--- src/rtl/credit_pkg.sv ---
`default_nettype none
// ============================================================================
//  Module      : credit_pkg
//  Description : Shared types and helpers for the credit-based link transmitter.
//  Revision    : 1.0  initial release
// ============================================================================
package credit_pkg;

    typedef enum logic [1:0] {
        DISABLED = 2'd0,
        ACTIVE   = 2'd1,
        DRAIN    = 2'd2
    } credit_tx_state_e;

    // Width needed to hold every value from 0 up to and including max.
    function automatic int crd_cnt_w(input int max);
        return $clog2(max + 1);
    endfunction

endpackage
`default_nettype wire

--- src/rtl/credit_tx_skid.sv ---
`default_nettype none
// ============================================================================
//  Module      : credit_tx_skid
//  Description : Two-entry FIFO between the upstream handshake and the link.
//                not_full is registered so the upstream ready path starts
//                at a flop.
//  Revision    : 1.0  initial release
// ============================================================================
module credit_tx_skid #(
    parameter int DATA_WIDTH = 32
) (
    input  logic                  clk,
    input  logic                  rst_n,
    input  logic                  push,
    input  logic [DATA_WIDTH-1:0] push_data,
    input  logic                  pop,
    output logic [DATA_WIDTH-1:0] head,
    output logic [1:0]            entries,
    output logic                  not_full
);

    logic [DATA_WIDTH-1:0] mem [2];
    logic                  wr_ptr;
    logic                  rd_ptr;
    logic [1:0]            entries_nxt;

    // Occupancy after this cycle's push/pop; a push never arrives when full.
    always_comb begin
        entries_nxt = entries;
        case ({push, pop})
            2'b10:   entries_nxt = entries + 2'd1;
            2'b01:   entries_nxt = entries - 2'd1;
            default: entries_nxt = entries;
        endcase
    end

    // Pointers, occupancy and registered not_full; reset empties the buffer.
    always_ff @(posedge clk) begin
        if (!rst_n) begin
            wr_ptr   <= 1'b0;
            rd_ptr   <= 1'b0;
            entries  <= 2'd0;
            not_full <= 1'b1;
        end else begin
            if (push) begin
                wr_ptr <= ~wr_ptr;
            end
            if (pop) begin
                rd_ptr <= ~rd_ptr;
            end
            entries  <= entries_nxt;
            not_full <= (entries_nxt != 2'd2);
        end
    end

    // Storage needs no reset: the pointers decide what is valid.
    always_ff @(posedge clk) begin
        if (push) begin
            mem[wr_ptr] <= push_data;
        end
    end

    assign head = mem[rd_ptr];

endmodule
`default_nettype wire

--- src/rtl/credit_tx.sv ---
`default_nettype none
// ============================================================================
//  Module      : credit_tx
//  Description : Transmit end of a credit-based link. Accepts flits through a
//                2-entry skid buffer and sends one flit per held credit on a
//                link without backpressure. Provides a drain sequence that
//                ends with a flush_done pulse once all credits are home.
//  Options     : CREDIT_TX_ERR_EN - when defined, crd_err latches a credit
//                overflow until reset; otherwise crd_err is tied low.
//  Revision    : 1.0  initial release
// ============================================================================
module credit_tx
    import credit_pkg::*;
#(
    parameter int DATA_WIDTH  = 32,
    parameter int MAX_CREDITS = 8,
    parameter int CNT_W       = crd_cnt_w(MAX_CREDITS)
) (
    input  logic                  clk,
    input  logic                  rst_n,
    input  logic                  enable,
    input  logic                  flush_req,
    input  logic                  in_valid,
    output logic                  in_ready,
    input  logic [DATA_WIDTH-1:0] in_data,
    output logic                  tx_valid,
    output logic [DATA_WIDTH-1:0] tx_data,
    input  logic                  crd_rtn,
    output logic [CNT_W-1:0]      credit_avail,
    output logic                  flush_done,
    output logic                  crd_err
);

    localparam logic [CNT_W-1:0] MAX_CNT = CNT_W'(MAX_CREDITS);

    credit_tx_state_e      state;
    credit_tx_state_e      state_nxt;
    logic [1:0]            entries;
    logic                  skid_not_full;
    logic [DATA_WIDTH-1:0] head;
    logic                  push;
    logic                  pop;
    logic                  drain_done;

    credit_tx_skid #(
        .DATA_WIDTH (DATA_WIDTH)
    ) u_skid (
        .clk       (clk),
        .rst_n     (rst_n),
        .push      (push),
        .push_data (in_data),
        .pop       (pop),
        .head      (head),
        .entries   (entries),
        .not_full  (skid_not_full)
    );

    // Ready depends only on flops so the upstream sees no combinational path.
    assign in_ready   = (state == ACTIVE) && skid_not_full;
    assign push       = in_valid && in_ready;
    // Sending uses the registered count, so a pop can never reach zero-minus-one.
    assign pop        = (entries != 2'd0) && (credit_avail != '0) && (state != DISABLED);
    // Drain is complete once nothing is buffered, in flight, or owed back.
    assign drain_done = (entries == 2'd0) && !tx_valid && (credit_avail == MAX_CNT);

    // State register.
    always_ff @(posedge clk) begin
        if (!rst_n) begin
            state <= DISABLED;
        end else begin
            state <= state_nxt;
        end
    end

    // Next-state logic for enable, drain request and drain completion.
    always_comb begin
        state_nxt = state;
        case (state)
            DISABLED: if (enable) state_nxt = ACTIVE;
            ACTIVE:   if (flush_req || !enable) state_nxt = DRAIN;
            DRAIN:    if (drain_done) state_nxt = enable ? ACTIVE : DISABLED;
            default:  state_nxt = DISABLED;
        endcase
    end

    // Flush completion pulse, raised for the single cycle after leaving DRAIN.
    always_ff @(posedge clk) begin
        if (!rst_n) begin
            flush_done <= 1'b0;
        end else begin
            flush_done <= (state == DRAIN) && drain_done;
        end
    end

    // Link output register; data holds its last value when no flit is sent.
    always_ff @(posedge clk) begin
        if (!rst_n) begin
            tx_valid <= 1'b0;
            tx_data  <= '0;
        end else begin
            tx_valid <= pop;
            if (pop) begin
                tx_data <= head;
            end
        end
    end

    // Credit counter: pop spends one, return adds one, saturating at the maximum.
    always_ff @(posedge clk) begin
        if (!rst_n) begin
            credit_avail <= MAX_CNT;
        end else begin
            case ({pop, crd_rtn})
                2'b10: credit_avail <= credit_avail - CNT_W'(1);
                2'b01: begin
                    if (credit_avail != MAX_CNT) begin
                        credit_avail <= credit_avail + CNT_W'(1);
                    end
                end
                default: credit_avail <= credit_avail;
            endcase
        end
    end

`ifdef CREDIT_TX_ERR_EN
    logic crd_err_q;
    logic overflow;

    assign overflow = crd_rtn && !pop && (credit_avail == MAX_CNT);

    // Sticky overflow flag, cleared only by reset.
    always_ff @(posedge clk) begin
        if (!rst_n) begin
            crd_err_q <= 1'b0;
        end else if (overflow) begin
            crd_err_q <= 1'b1;
        end
    end

    assign crd_err = crd_err_q;
`else
    assign crd_err = 1'b0;
`endif

endmodule
`default_nettype wire
--- config.mk ---
export PLATFORM = sky130hd
export DESIGN_NAME = credit_tx
export DESIGN_NICKNAME = d
export VERILOG_FILES = /design/src/rtl/credit_pkg.sv /design/src/rtl/credit_tx_skid.sv /design/src/rtl/credit_tx.sv
export SDC_FILE = /design/constraint.sdc
export NUM_CORES = 1
export LEC_CHECK = 0
export ABC_AREA = 1
export BUFFER_PORTS_ARGS = -buffer_cell sky130_fd_sc_hd__buf_2
export CAP_MARGIN = 20
export CORE_AREA = 5 5 100 102
export CTS_CLUSTER_SIZE = 40
export DETAILED_ROUTE_END_ITERATION = 8
export DIE_AREA = 0 0 105 107
export PLACE_DENSITY = 0.74
export SYNTH_ARGS = -nofsm -noshare
export SYNTH_HDL_FRONTEND = slang
export SYNTH_HIERARCHICAL = 1
export SYNTH_SLANG_ARGS = --single-unit
--- constraint.sdc ---
create_clock -name clk -period 2.5 [get_ports clk]
set_input_delay 0.375 -clock clk [delete_from_list [all_inputs] [get_ports clk]]
set_output_delay 0.375 -clock clk [all_outputs]
set_load 0.005 [all_outputs]
==> impl_metrics.env <==
export IMPL_top_level_ports=78
export IMPL_die_area_sq_mm=0.01124
export IMPL_core_area_sq_mm=0.009021
export IMPL_detail_route_first_pass_iterations=4
export IMPL_synthXorXnorAreaFrac_pct=0.6050
export IMPL_first_global_vias=2673
export IMPL_run_status="completed"
export IMPL_finalCritPeriodShare_pct=85.93
export IMPL_total_placed_instance_area_sq_mm=0.004775
export IMPL_reg2reg_to="credit_avail[3]"
export IMPL_r2r_start="credit_avail[0]"
export IMPL_antenna_diode_count=0
export IMPL_detail_route_antenna_nets=0
export IMPL_timing_critical_path_required_ns=2.72
export IMPL_pre_cts_slack_ns=0.3640
export IMPL_max_freq_ghz=0.4655
export IMPL_synthesis_yosys_warnings=6
export IMPL_grt_first_pass_wirelength_um=12500
export IMPL_post_synth_net_total=382
export IMPL_core_rowCount=35
export IMPL_gpl_final_weighted_congestion=0.7474
export IMPL_cp_start_kind="flop"
export IMPL_place_port_buffers=76
export IMPL_crit_arrival_ns=2.37
export IMPL_finalCriticalPeriod_ns=2.148
export IMPL_clock_transition_at_the_register_clock_pins_on_the_worst_setup_and_hold_paths_after_cts_ns=0.11
export IMPL_syn_instance_count=340
export IMPL_finalHoldViolCount=0
export IMPL_power_density_mw_per_mm2=748.6
export IMPL_multi_input_area_sq_mm=0.001295
export IMPL_layout_area_seq_sq_mm=0.002844
export IMPL_nets=459
export IMPL_grt_overflow=0
export IMPL_layout_cell_area_excl_fill_sq_mm=0.004947
export IMPL_worst_clock_skew_ns=0.01695
export IMPL_synth_seq_cells=110
export IMPL_hold_buffers=0
export IMPL_slew_viol_final=0
export IMPL_grtUsageTotal_pct=13.93
export IMPL_routed_wirelength_um=7554
export IMPL_ctsHtreeMaxLevel=3
export IMPL_final_core_util_pct=54.84
export IMPL_cts_max_path_buffers=2
export IMPL_clk_root_buffer_cell="sky130_fd_sc_hd__clkbuf_8"
export IMPL_drc_errors=0
export IMPL_kind_of_critical_path="reg2reg"
export IMPL_vias_per_cell=4.880
export IMPL_critPathCapture="credit_avail[3]"
export IMPL_synth_adder_area_share_pct=1.325
export IMPL_final_cell_count_no_fill=533
export IMPL_setup_tns_final_ns=0
export IMPL_synthesis_area_sq_mm=0.004343
export IMPL_clock_sink_count=110
export IMPL_synth_area_per_cell_sq_um=12.77
export IMPL_transition_time_of_the_tightest_slew_check_pin_ns=0.6410
export IMPL_slew_limit_headroom_pct=57.27
export IMPL_synth_distinct_cells=36
export IMPL_finalSetupViolCount=0
export IMPL_worstHoldPathType="in2reg"
export IMPL_timing_hold_worst_path_depth=1
export IMPL_max_vdd_ir_drop_mv=0.3971
export IMPL_post_synth_mux_area_share_pct=10.89
export IMPL_crit_path_max_fanout=19
export IMPL_synth_simple_gate_area_share_pct=12.13
export IMPL_grt_antenna_before_repair=0
export IMPL_detail_route_iter0_violations=90
export IMPL_flow_area_growth_from_synthesis_pct=13.92
export IMPL_postCtsSetupRepairBufs=0
export IMPL_sequential_fraction_of_the_synthesis_area_pct=65.46
export IMPL_setup_worst_path_start="credit_avail[0]"
export IMPL_totalPowerFinal_mw=3.704
export IMPL_post_route_cells_drive_above_1_share_pct=34.83
export IMPL_clock_latency_ns=0.36
export IMPL_synth_top_family_by_area="simple AND/OR/NAND/NOR gates"
export IMPL_drv_max_cap_violation_count=0
export IMPL_rsz0062_at_grt="false"
export IMPL_cts_tree="done"
export IMPL_cts_repair_resize_count=0
export IMPL_vias=2601
export IMPL_r2r_worst_path_cells=13
export IMPL_post_route_worst_setup_slack_ns=0.3519
export IMPL_synth_compound_area_share_pct=4.610
export IMPL_wire_per_inst_um=14.17
export IMPL_reg2reg_setup_slack_ns=0.35
export IMPL_num_fill_cells=781
export IMPL_dpl_hpwl_um=5145
export IMPL_cellLeakagePower_nw=2.009
export IMPL_starting_density_of_the_core_pct=48.14
export IMPL_cts_inserted_buffers=9
export IMPL_hold_worst_slack_ns=0.1965
export IMPL_dp_cells=517
export IMPL_endpoint_kind="flop"
export IMPL_pin_count_of_the_biggest_net_entering_global_routing=42
export IMPL_die_width_um=105
export IMPL_chipHeight_um=107
-- worst max-delay path, stage by stage (launching register included) --
cell and delay (ns):
sky130_fd_sc_hd__dfxtp_1 0.39, sky130_fd_sc_hd__nor2_2 0.16, sky130_fd_sc_hd__nand2_1 0.12, sky130_fd_sc_hd__nand2_4 0.21
sky130_fd_sc_hd__nand2_1 0.18, sky130_fd_sc_hd__ha_1 0.36, sky130_fd_sc_hd__nand2_1 0.07, sky130_fd_sc_hd__nand2_1 0.05
sky130_fd_sc_hd__nor2_1 0.14, sky130_fd_sc_hd__inv_1 0.06, sky130_fd_sc_hd__nand2_1 0.08, sky130_fd_sc_hd__nand3_1 0.08
sky130_fd_sc_hd__nand2_1 0.06, sky130_fd_sc_hd__nand3_1 0.06
-- cells in the mapped netlist, drive strengths merged --
cell type  count  area [sq um]
nand3          9         50.05
a21oi          2         13.76
nand3b         1         7.510
a31oi          1         6.260
mux2          32         473.0
nor2          85         354.1
dfxtp         46         920.9
buf           10         126.4
xor2           2         17.52
inv           17         66.31
and2           1         6.260
clkbuf         5         20.01
edfxtp        64          1922
xnor2          1         8.760
o21ai         36         180.2
fa             1         20.02
nand2         17         73.82
ha             3         37.54
nor3           2         10.01
conb           1         3.750
nand4          3         18.77
and3           1         6.260
-- worst min path at each step --
stage	start	endpoint	slack [ns]
2_1_floorplan	rst_n	u_skid/not_full	0.47
3_3_place_gp	tx_data[15]	tx_data[15]	0.46
3_5_place_dp	tx_data[14]	tx_data[14]	0.47
4_1_cts	in_data[5]	u_skid/mem[0][5]	0.18
5_1_grt	in_data[19]	u_skid/mem[0][19]	0.18
6_report	in_data[25]	u_skid/mem[0][25]	0.20
-- state kept, by name, indices dropped and copies added, names as in the netlist, named ones only --
signal,count
tx_valid,1
u_skid/entries,2
u_skid/rd_ptr,1
tx_data,32
u_skid/mem,64
state,2
u_skid/wr_ptr,1
u_skid/not_full,1
flush_done,1
credit_avail,4
-- cells by family after synthesis --
family          count (synthesis)
xor+xnor                        3
mux                            32
buf+inv                        32
simple gates                  119
flops                         110
fa+ha+maj                       4
other cells                     1
compound gates                 39
-- final cells by class --
cell class,instances,share of cell area (%)
flip-flops and latches,110,57.49
multi-input cells,198,26.18
repair buffers,81,8.700
well taps,111,2.807
clock buffers,10,2.580
inverters,17,1.340
clock inverters,6,0.9105
-- power breakdown --
group / switching (mW) / internal (mW)
clock: 0.589 / 0.369
sequential: 0.0926 / 2.03
combinational: 0.343 / 0.285
total: 1.02 / 2.68
-- layout by cell type (no fill, tap or decap), types with 2 or more instances in the layout --
master and instances:
sky130_fd_sc_hd__mux2_2 2, sky130_fd_sc_hd__nor2_1 72, sky130_fd_sc_hd__nand2_1 15, sky130_fd_sc_hd__edfxtp_1 64, sky130_fd_sc_hd__nand3_1 8, sky130_fd_sc_hd__nor2_2 11
sky130_fd_sc_hd__nor3_1 2, sky130_fd_sc_hd__ha_1 3, sky130_fd_sc_hd__clkinvlp_4 2, sky130_fd_sc_hd__xor2_1 2, sky130_fd_sc_hd__buf_4 4, sky130_fd_sc_hd__inv_6 2
sky130_fd_sc_hd__clkbuf_8 9, sky130_fd_sc_hd__nand4_1 3, sky130_fd_sc_hd__inv_1 15, sky130_fd_sc_hd__o21ai_0 36, sky130_fd_sc_hd__dfxtp_1 45, sky130_fd_sc_hd__buf_2 76
sky130_fd_sc_hd__nor2_4 2, sky130_fd_sc_hd__mux2_4 30
-- metal layers --
| metal | vias up | routed length (um) | GRT usage [%] |
|---|---|---|---|
| met3 | 11 | 336 | 3.010 |
| met5 | - | 0 | 0 |
| met2 | 57 | 3803 | 24.24 |
| li1 | 1307 | - | - |
| met1 | 1226 | 3279 | 16.54 |
| met4 | 0 | 134 | 6.119 |
Power figures use the tool's default switching activity.
